$ cat src/rtl/motor_pkg.sv
// Shared types and constants for the motor-control blocks.
//   oc_state_t     : over-current monitor state (RUN, COOL, LOCK)
//   CLK_HZ         : system clock frequency
//   PWM_PERIOD_CYC : PWM period in system clock cycles
//   cnt_width()    : bit width of an unsigned counter that must reach max_val
package motor_pkg;

  typedef enum logic [1:0] {
    RUN  = 2'd0,
    COOL = 2'd1,
    LOCK = 2'd2
  } oc_state_t;

  localparam int CLK_HZ         = 100_000_000;
  localparam int PWM_FREQ_HZ    = 20_000;
  localparam int PWM_PERIOD_CYC = CLK_HZ / PWM_FREQ_HZ;

  // Never returns 0 so degenerate parameter values still give a legal vector.
  function automatic int cnt_width(input int max_val);
    return (max_val > 0) ? $clog2(max_val + 1) : 1;
  endfunction

endpackage

$ cat src/rtl/oc_channel_filter.sv
// One current-sense channel: synchroniser, post-PWM-edge blanking and a
// consecutive-sample filter.
// Ports:
//   clock, reset_n : system clock, asynchronous active-low reset
//   pwm            : PWM level as driven to the bridge (clock domain)
//   sense          : asynchronous comparator output, 1 = over current
//   hold           : forces synchroniser, blank and filter counters to 0
//   trip           : registered 1-cycle strobe when the filter first reaches FILTER_CYC
module oc_channel_filter
  import motor_pkg::*;
#(
  parameter int SYNC_STAGES = 2,
  parameter int BLANK_CYC   = 200,
  parameter int FILTER_CYC  = 50
) (
  input  logic clock,
  input  logic reset_n,
  input  logic pwm,
  input  logic sense,
  input  logic hold,
  output logic trip
);

  localparam int BW = cnt_width(BLANK_CYC);
  localparam int FW = cnt_width(FILTER_CYC);

  localparam logic [BW-1:0] BLANK_LOAD  = BW'(BLANK_CYC);
  localparam logic [BW-1:0] BLANK_ONE   = BW'(1);
  localparam logic [BW-1:0] BLANK_ZERO  = {BW{1'b0}};
  localparam logic [FW-1:0] FILTER_MAX  = FW'(FILTER_CYC);
  localparam logic [FW-1:0] FILTER_LAST = FW'(FILTER_CYC - 1);
  localparam logic [FW-1:0] FILTER_ONE  = FW'(1);
  localparam logic [FW-1:0] FILTER_ZERO = {FW{1'b0}};

  logic [SYNC_STAGES-1:0] sync_r;
  logic                   pwm_d_r;
  logic [BW-1:0]          blank_r;
  logic [BW-1:0]          blank_nxt_s;
  logic [FW-1:0]          filter_r;
  logic [FW-1:0]          filter_nxt_s;
  logic                   trip_r;
  logic                   trip_nxt_s;
  logic                   sense_sync_s;
  logic                   pwm_rise_s;
  logic                   qual_s;
  logic                   hit_s;

  // Synchroniser chain for the asynchronous comparator input
  always_ff @(posedge clock or negedge reset_n) begin
    if (!reset_n) begin
      sync_r <= {SYNC_STAGES{1'b0}};
    end else if (hold) begin
      sync_r <= {SYNC_STAGES{1'b0}};
    end else begin
      sync_r <= {sync_r[SYNC_STAGES-2:0], sense};
    end
  end

  // Previous PWM level, tracked even while held so no stale edge appears on release
  always_ff @(posedge clock or negedge reset_n) begin
    if (!reset_n) begin
      pwm_d_r <= 1'b0;
    end else begin
      pwm_d_r <= pwm;
    end
  end

  // Qualification: PWM on, not the edge cycle itself, blanking expired
  always_comb begin
    sense_sync_s = sync_r[SYNC_STAGES-1];
    pwm_rise_s   = pwm & ~pwm_d_r;
    qual_s       = pwm & ~pwm_rise_s & (blank_r == BLANK_ZERO);
    hit_s        = qual_s & sense_sync_s;
  end

  // Next blank and filter counts plus trip strobe
  always_comb begin
    blank_nxt_s  = blank_r;
    filter_nxt_s = filter_r;
    trip_nxt_s   = 1'b0;
    if (hold) begin
      blank_nxt_s = BLANK_ZERO;
    end else if (pwm_rise_s) begin
      blank_nxt_s = BLANK_LOAD;
    end else if (blank_r != BLANK_ZERO) begin
      blank_nxt_s = blank_r - BLANK_ONE;
    end else begin
      blank_nxt_s = blank_r;
    end
    if (hold) begin
      filter_nxt_s = FILTER_ZERO;
    end else if (hit_s) begin
      // Saturate at FILTER_CYC; the strobe fires only on the arriving step
      if (filter_r == FILTER_MAX) begin
        filter_nxt_s = filter_r;
      end else begin
        filter_nxt_s = filter_r + FILTER_ONE;
      end
    end else begin
      filter_nxt_s = FILTER_ZERO;
    end
    trip_nxt_s = ~hold & hit_s & (filter_r == FILTER_LAST);
  end

  // Counter and strobe registers
  always_ff @(posedge clock or negedge reset_n) begin
    if (!reset_n) begin
      blank_r  <= BLANK_ZERO;
      filter_r <= FILTER_ZERO;
      trip_r   <= 1'b0;
    end else begin
      blank_r  <= blank_nxt_s;
      filter_r <= filter_nxt_s;
      trip_r   <= trip_nxt_s;
    end
  end

  assign trip = trip_r;

endmodule

$ cat src/rtl/oc_monitor.sv
// Over-current monitor producing the 'oc' shutdown request for the H-bridge
// drivers. Two sense channels (A = PWMA bridge, B = PWMB bridge) are filtered
// by oc_channel_filter; a trip forces oc high.
// Configuration macro OC_AUTORETRY_EN:
//   defined   : trip -> COOL for COOLDOWN_CYC cycles then retry; the
//               MAX_RETRY-th trip since clear latches LOCK.
//   undefined : every trip latches LOCK with retry_count = 1.
// Ports:
//   clock, reset_n   : system clock, asynchronous active-low reset
//   pwm_a, pwm_b     : PWM levels driven to the bridges
//   sense_a, sense_b : asynchronous comparator inputs, 1 = over current
//   clear            : 1-cycle pulse, aborts fault/lockout, zeroes retry_count
//   oc               : registered shutdown request
//   trip_a, trip_b   : channel(s) responsible for the last trip
//   lockout          : permanent fault, waits for clear
//   retry_count      : trips since last clear
module oc_monitor
  import motor_pkg::*;
#(
  parameter int SYNC_STAGES  = 2,
  parameter int BLANK_CYC    = 200,
  parameter int FILTER_CYC   = 50,
  parameter int COOLDOWN_CYC = 50_000_000,
  parameter int MAX_RETRY    = 3
) (
  input  logic                           clock,
  input  logic                           reset_n,
  input  logic                           pwm_a,
  input  logic                           pwm_b,
  input  logic                           sense_a,
  input  logic                           sense_b,
  input  logic                           clear,
  output logic                           oc,
  output logic                           trip_a,
  output logic                           trip_b,
  output logic                           lockout,
  output logic [$clog2(MAX_RETRY+1)-1:0] retry_count
);

  localparam int RW = $clog2(MAX_RETRY + 1);
  localparam logic [RW-1:0] RETRY_ZERO = {RW{1'b0}};
  localparam logic [RW-1:0] RETRY_ONE  = RW'(1);

`ifdef OC_AUTORETRY_EN
  localparam int CW = cnt_width(COOLDOWN_CYC);
  localparam logic [CW-1:0] COOL_LAST  = CW'((COOLDOWN_CYC > 0) ? (COOLDOWN_CYC - 1) : 0);
  localparam logic [CW-1:0] COOL_ONE   = CW'(1);
  localparam logic [CW-1:0] COOL_ZERO  = {CW{1'b0}};
  localparam logic [RW-1:0] RETRY_LAST = RW'(MAX_RETRY - 1);
  localparam logic [RW-1:0] RETRY_MAX  = RW'(MAX_RETRY);

  logic [CW-1:0] cool_cnt_r;
  logic [CW-1:0] cool_cnt_nxt_s;
  logic [RW-1:0] retry_base_s;
`endif

  oc_state_t     state_r;
  oc_state_t     state_nxt_s;
  logic          oc_r;
  logic          oc_nxt_s;
  logic          trip_a_r;
  logic          trip_a_nxt_s;
  logic          trip_b_r;
  logic          trip_b_nxt_s;
  logic          lockout_r;
  logic          lockout_nxt_s;
  logic [RW-1:0] retry_r;
  logic [RW-1:0] retry_nxt_s;
  logic          chan_a_trip_s;
  logic          chan_b_trip_s;
  logic          trip_any_s;
  logic          hold_s;

`ifdef OC_AUTORETRY_EN
  assign hold_s = (state_r == COOL);
`else
  assign hold_s = 1'b0;
`endif

  oc_channel_filter #(
    .SYNC_STAGES (SYNC_STAGES),
    .BLANK_CYC   (BLANK_CYC),
    .FILTER_CYC  (FILTER_CYC)
  ) u_chan_a (
    .clock   (clock),
    .reset_n (reset_n),
    .pwm     (pwm_a),
    .sense   (sense_a),
    .hold    (hold_s),
    .trip    (chan_a_trip_s)
  );

  oc_channel_filter #(
    .SYNC_STAGES (SYNC_STAGES),
    .BLANK_CYC   (BLANK_CYC),
    .FILTER_CYC  (FILTER_CYC)
  ) u_chan_b (
    .clock   (clock),
    .reset_n (reset_n),
    .pwm     (pwm_b),
    .sense   (sense_b),
    .hold    (hold_s),
    .trip    (chan_b_trip_s)
  );

  assign trip_any_s = chan_a_trip_s | chan_b_trip_s;

`ifdef OC_AUTORETRY_EN
  // A clear arriving with a trip restarts the count from zero before counting the trip
  assign retry_base_s = clear ? RETRY_ZERO : retry_r;
`endif

  // Next-state and next-output logic
  always_comb begin
    state_nxt_s   = state_r;
    trip_a_nxt_s  = trip_a_r;
    trip_b_nxt_s  = trip_b_r;
    lockout_nxt_s = lockout_r;
    retry_nxt_s   = retry_r;
`ifdef OC_AUTORETRY_EN
    cool_cnt_nxt_s = cool_cnt_r;
`endif
    case (state_r)
      RUN: begin
        if (trip_any_s) begin
          trip_a_nxt_s = chan_a_trip_s;
          trip_b_nxt_s = chan_b_trip_s;
`ifdef OC_AUTORETRY_EN
          if (retry_base_s < RETRY_LAST) begin
            state_nxt_s    = COOL;
            retry_nxt_s    = retry_base_s + RETRY_ONE;
            cool_cnt_nxt_s = COOL_ZERO;
          end else begin
            state_nxt_s   = LOCK;
            retry_nxt_s   = RETRY_MAX;
            lockout_nxt_s = 1'b1;
          end
`else
          state_nxt_s   = LOCK;
          retry_nxt_s   = RETRY_ONE;
          lockout_nxt_s = 1'b1;
`endif
        end else if (clear) begin
          retry_nxt_s = RETRY_ZERO;
        end else begin
          retry_nxt_s = retry_r;
        end
      end
`ifdef OC_AUTORETRY_EN
      COOL: begin
        if (clear) begin
          state_nxt_s    = RUN;
          trip_a_nxt_s   = 1'b0;
          trip_b_nxt_s   = 1'b0;
          lockout_nxt_s  = 1'b0;
          retry_nxt_s    = RETRY_ZERO;
          cool_cnt_nxt_s = COOL_ZERO;
        end else if (cool_cnt_r == COOL_LAST) begin
          state_nxt_s    = RUN;
          cool_cnt_nxt_s = COOL_ZERO;
        end else begin
          cool_cnt_nxt_s = cool_cnt_r + COOL_ONE;
        end
      end
`endif
      LOCK: begin
        if (clear) begin
          state_nxt_s   = RUN;
          trip_a_nxt_s  = 1'b0;
          trip_b_nxt_s  = 1'b0;
          lockout_nxt_s = 1'b0;
          retry_nxt_s   = RETRY_ZERO;
        end else begin
          state_nxt_s = LOCK;
        end
      end
      default: begin
        // Unreachable encodings fail safe to a locked-out shutdown
        state_nxt_s   = LOCK;
        lockout_nxt_s = 1'b1;
      end
    endcase
    oc_nxt_s = (state_nxt_s != RUN);
  end

  // State and status registers; oc follows the next state so it is registered
  always_ff @(posedge clock or negedge reset_n) begin
    if (!reset_n) begin
      state_r   <= RUN;
      oc_r      <= 1'b0;
      trip_a_r  <= 1'b0;
      trip_b_r  <= 1'b0;
      lockout_r <= 1'b0;
      retry_r   <= RETRY_ZERO;
    end else begin
      state_r   <= state_nxt_s;
      oc_r      <= oc_nxt_s;
      trip_a_r  <= trip_a_nxt_s;
      trip_b_r  <= trip_b_nxt_s;
      lockout_r <= lockout_nxt_s;
      retry_r   <= retry_nxt_s;
    end
  end

`ifdef OC_AUTORETRY_EN
  // Cooldown counter
  always_ff @(posedge clock or negedge reset_n) begin
    if (!reset_n) begin
      cool_cnt_r <= COOL_ZERO;
    end else begin
      cool_cnt_r <= cool_cnt_nxt_s;
    end
  end
`endif

  assign oc          = oc_r;
  assign trip_a      = trip_a_r;
  assign trip_b      = trip_b_r;
  assign lockout     = lockout_r;
  assign retry_count = retry_r;

endmodule

$ cat config.mk
export PLATFORM = sky130hd
export DESIGN_NAME = oc_monitor
export DESIGN_NICKNAME = d
export VERILOG_FILES = /design/src/rtl/motor_pkg.sv /design/src/rtl/oc_channel_filter.sv /design/src/rtl/oc_monitor.sv
export SDC_FILE = /design/constraint.sdc
export NUM_CORES = 1
export LEC_CHECK = 0
export BUFFER_PORTS_ARGS = -buffer_cell sky130_fd_sc_hd__buf_4
export CAP_MARGIN = 25
export CORE_ASPECT_RATIO = 0.6
export CORE_MARGIN = 5
export CORE_UTILIZATION = 40
export DETAILED_ROUTE_END_ITERATION = 12
export PLACE_DENSITY = 0.61
export SYNTH_ARGS = -nofsm -noshare
export SYNTH_HDL_FRONTEND = slang
export SYNTH_HIERARCHICAL = 1
export SYNTH_SLANG_ARGS = --single-unit
$ cat constraint.sdc
create_clock -name clock -period 2 [get_ports clock]
set_clock_uncertainty 0.05 [all_clocks]
set_input_delay 0.2 -clock clock [delete_from_list [all_inputs] [get_ports clock]]
set_output_delay 0.2 -clock clock [all_outputs]
set_load 0.02 [all_outputs]
==> results by group <==
Outcome
  – Outcome: complete, no violations

Clocking
  – CTS buffer count: 5
  – Setup bufs post-CTS: 0
  – Later-pin clock latency in the skew report: 0.29 ns
  – Clk slew on worst S/H paths: 0.09 ns
  – H-tree levels: 2
  – CTS tree: built
  – Sink Count: 44
  – Root Buffer: clkbuf_8
  – Max clock buf depth: 2

Setup path
  – Worst path max stage delay: 0.46 ns
  – CP Capture Type: flop
  – Worst-path cell chain: inv_1 -> ha_1 -> or3b_1 -> or3_1 -> a21oi_1
  – Crit Reg-Reg Endpoint: u_chan_b/blank_r[4]
  – FF-to-FF path depth: 5
  – CP Launch Type: flop
  – R2r setup slk: 0.18 ns
  – Slowest stage cell, crit path: or3b_1
  – CP Data Arrival Time: 2.00 ns
  – Max FO, Critical Path: 7
  – Worst Setup Path Type: reg -> reg
  – Reg-to-reg startpoint: u_chan_b/blank_r[0]
  – Critical Path RT: 2.17 ns

Die
  – Die area: 7000 µm²
  – I/O Pins: 13
  – Die Ht: 66.9 µm
  – Core area: 5130 µm²
  – Die X: 105 µm
  – Starting density of the core: 0.420
  – Num rows: 20

Logic synthesis
  – Yosys reg bits: 44
  – Sequential fraction of the synthesis area: 0.511
  – Library cells used by synthesis: 35
  – Post-synth top area share: 0.511
  – Synthesized instance count: 212
  – Mapped Avg Cell Area: 10.2 µm²
  – Cell Area, Synth: 2150 µm²
  – Area leader, netlist: dfrtp_1
  – Top cells by area, synth: dfrtp_1 (51%), ha_1 (4.6%), a21oi_1 (3.5%)
  – Syn. warnings: 6

Layout
  – Non-filler cells in the finished layout: 317
  – Footprint of the multi-input gates: 1040 µm²
  – Share of layout cells above drive strength 1: 0.120
  – Area growth syn-to-layout: 17.4%
  – Fin nets: 265
  – Storage cell area: 1100 µm²
  – Fillcell total: 474
  – Ant. Diodes: 0
  – Most common cell after layout, fill and taps aside: dfrtp_1
  – Commonest non-fill, non-tap cells in the layout: dfrtp_1 (44), inv_1 (16), buf_4 (16)

Power and ir drop
  – Peak VDD IR: 0.348 mV
  – P per Cell Area: 1130 nW/µm²
  – Total Power: 2.87 mW
  – Clock share of power: 0.204
  – Sw Pwr: 1.06 mW
  – Combinational Power Share: 0.358
  – Switching part of the total: 0.370
  – Int Pwr: 1.81 mW
  – Sequential share of power: 0.438
  – Leakage power: 1.10 nW

Min path
  – Hold Path Cell Cnt: 2
  – Min-delay src: sense_b
  – Min-delay worst type: in -> reg
  – Hold endpoint: u_chan_b/sync_r[0]

Global route
  – Overall routing resource usage: 0.126
  – First-pass GRT wire length: 7160 µm
  – Largest net degree at the start of global routing: 45
  – Total global routing overflow: 0
  – Vias in the first global route: 1521
  – Initial antenna violation count: 0

Drt
  – Drt wl/cell: 12.6 µm
  – Drt pass-1 iters: 4
  – Via Count: 1632
  – Remaining antenna violation count: 0
  – Post-Route WL: 3990 µm
  – DRC Markers: 0
  – 1st-iter DRT viols: 80
  – Vias/cell: 5.15

STA
  – RSZ-0062 raised after global routing: false
  – Tcrit/Tclk final: 0.911
  – Final setup fails: 0
  – Hold slack final: 0.0715 ns
  – Tmin final: 1.82 ns
  – Final TNS setup: 0 ns
  – Final Max Slew Viols: 0
  – Relative slew slack: 0.622
  – Worst slew pin tran: 0.560 ns
  – Fmax: 0.549 GHz
  – Final Hold Viols: 0

Place
  – Port bufs: 12
  – Post-DP HPWL: 2820 µm
  – Gp weighted congestion: 0.770
  – Placed cell count: 306

Job
  – Number of max-cap violations: 0
==> worst max-delay path by stage <==
| stage | to | startpoint | cells past startpoint | slack (ns) |
|---|---|---|---|---|
| 5_1_grt | u_chan_b/blank_r[4] | u_chan_b/blank_r[0] | 5 | 0.09 |
| 3_3_place_gp | u_chan_a/blank_r[4] | u_chan_a/blank_r[0] | 5 | 0.29 |
| 3_5_place_dp | u_chan_b/blank_r[4] | u_chan_b/blank_r[0] | 5 | 0.22 |
| 4_1_cts | u_chan_b/blank_r[4] | u_chan_b/blank_r[0] | 5 | 0.18 |
| 6_report | u_chan_b/blank_r[4] | u_chan_b/blank_r[0] | 5 | 0.18 |
| 2_1_floorplan | u_chan_a/blank_r[4] | u_chan_a/blank_r[0] | 6 | 0.32 |
==> cell families (layout without fill, tap and decap cells) <==
family | after synthesis | in the layout | synth area share
AO/OA/AOI/OAI | 54 | 54 | 0.161
XOR/XNOR | 4 | 4 | 0.0163
adder cells (fa/ha/maj) | 8 | 8 | 0.0465
buffers and inverters | 18 | 43 | 0.0314
flip-flops | 44 | 44 | 0.511
other | 1 | 15 | 0.00174
AND/OR/NAND/NOR | 83 | 83 | 0.232
==> state kept, by name (all words and copies together) (netlist names) <==
| name | flops |
|---|---|
| u_chan_a/sync_r | 2 |
| lockout | 1 |
| u_chan_b/blank_r | 8 |
| u_chan_a/trip | 1 |
| u_chan_b/pwm_d_r | 1 |
| u_chan_b/sync_r | 2 |
| retry_count | 2 |
| u_chan_b/trip | 1 |
| u_chan_b/filter_r | 6 |
| u_chan_a/filter_r | 6 |
| trip_a | 1 |
| state_r | 2 |
| oc | 1 |
| trip_b | 1 |
| u_chan_a/pwm_d_r | 1 |
| u_chan_a/blank_r | 8 |
==> worst max-delay path, delay by kind of cell (launching register included) <==
family,cells,cell delay [ns]
adders and majority gates,1,0.20
and+or+nand+nor,2,0.84
AOI/OAI and AO/OA,1,0.13
buffers and inverters,1,0.10
DFF,1,0.43
==> area by class of cell <==
cell class / count / share of cell area
Multi-Input combinational cell: 164 / 0.410
Sequential cell: 44 / 0.435
Clock buffer: 6 / 0.0326
Clock inverter: 2 / 0.00593
Tap cell: 66 / 0.0326
Inverter: 16 / 0.0237
Timing Repair Buffer: 19 / 0.0593
==> power groups by stage <==
stage	registers, mW	clock network [mW]	logic (mW)
6_report	1.25	0.585	1.03
5_1_grt	1.28	0.655	1.15
4_1_cts	1.25	0.612	1.01
3_5_place_dp	1.26	0	0.997
3_3_place_gp	1.26	0	1.03
2_1_floorplan	1.22	0	0.717
==> metal layers <==
metal	global-route usage	wire length, µm
met5	0	0
met2	0.166	1520
met1	0.193	2200
met4	0.0431	36
met3	0.0358	239
==> what timing repair did <==
action                                 CTS  global route
resized for setup                        0             0
hold buffers                             3             0
endpoints found under the hold margin   46             0
==> metrics by stage <==
step                cell area [µm²]  setup WS, ns   util
finish                         2530         0.178  0.493
global placement               2400         0.288  0.468
global route                   2530        0.0901  0.493
floorplan                      2210         0.319      -
CTS                            2530         0.183  0.493
detailed placement             2400         0.219  0.468
==> cells in the mapped netlist <==
cell type and instances:
or2b_1 2, nor2b_1 8, nor3_1 10, or3b_1 2, nand2b_1 6, nor4_2 2, a2bb2oi_1 2, conb_1 1
or3_1 4, o31ai_1 5, nor3b_1 2, o21ai_0 14, o21ai_2 1, a31oi_1 6, clkbuf_1 2, inv_1 16
a2111o_1 2, dfrtp_1 44, a211oi_1 4, nand4bb_1 2, and2_1 1, nor2_1 6, a41o_1 2, a21oi_1 15
nor4_1 2, and4b_1 2, o22ai_1 2, nand3_1 14, o21ba_4 1, or4_4 2, nand2_1 14, nor4bb_1 2
or4_1 2, xor2_1 4, ha_1 8
Note: power is estimated with default switching activity, not from simulation.
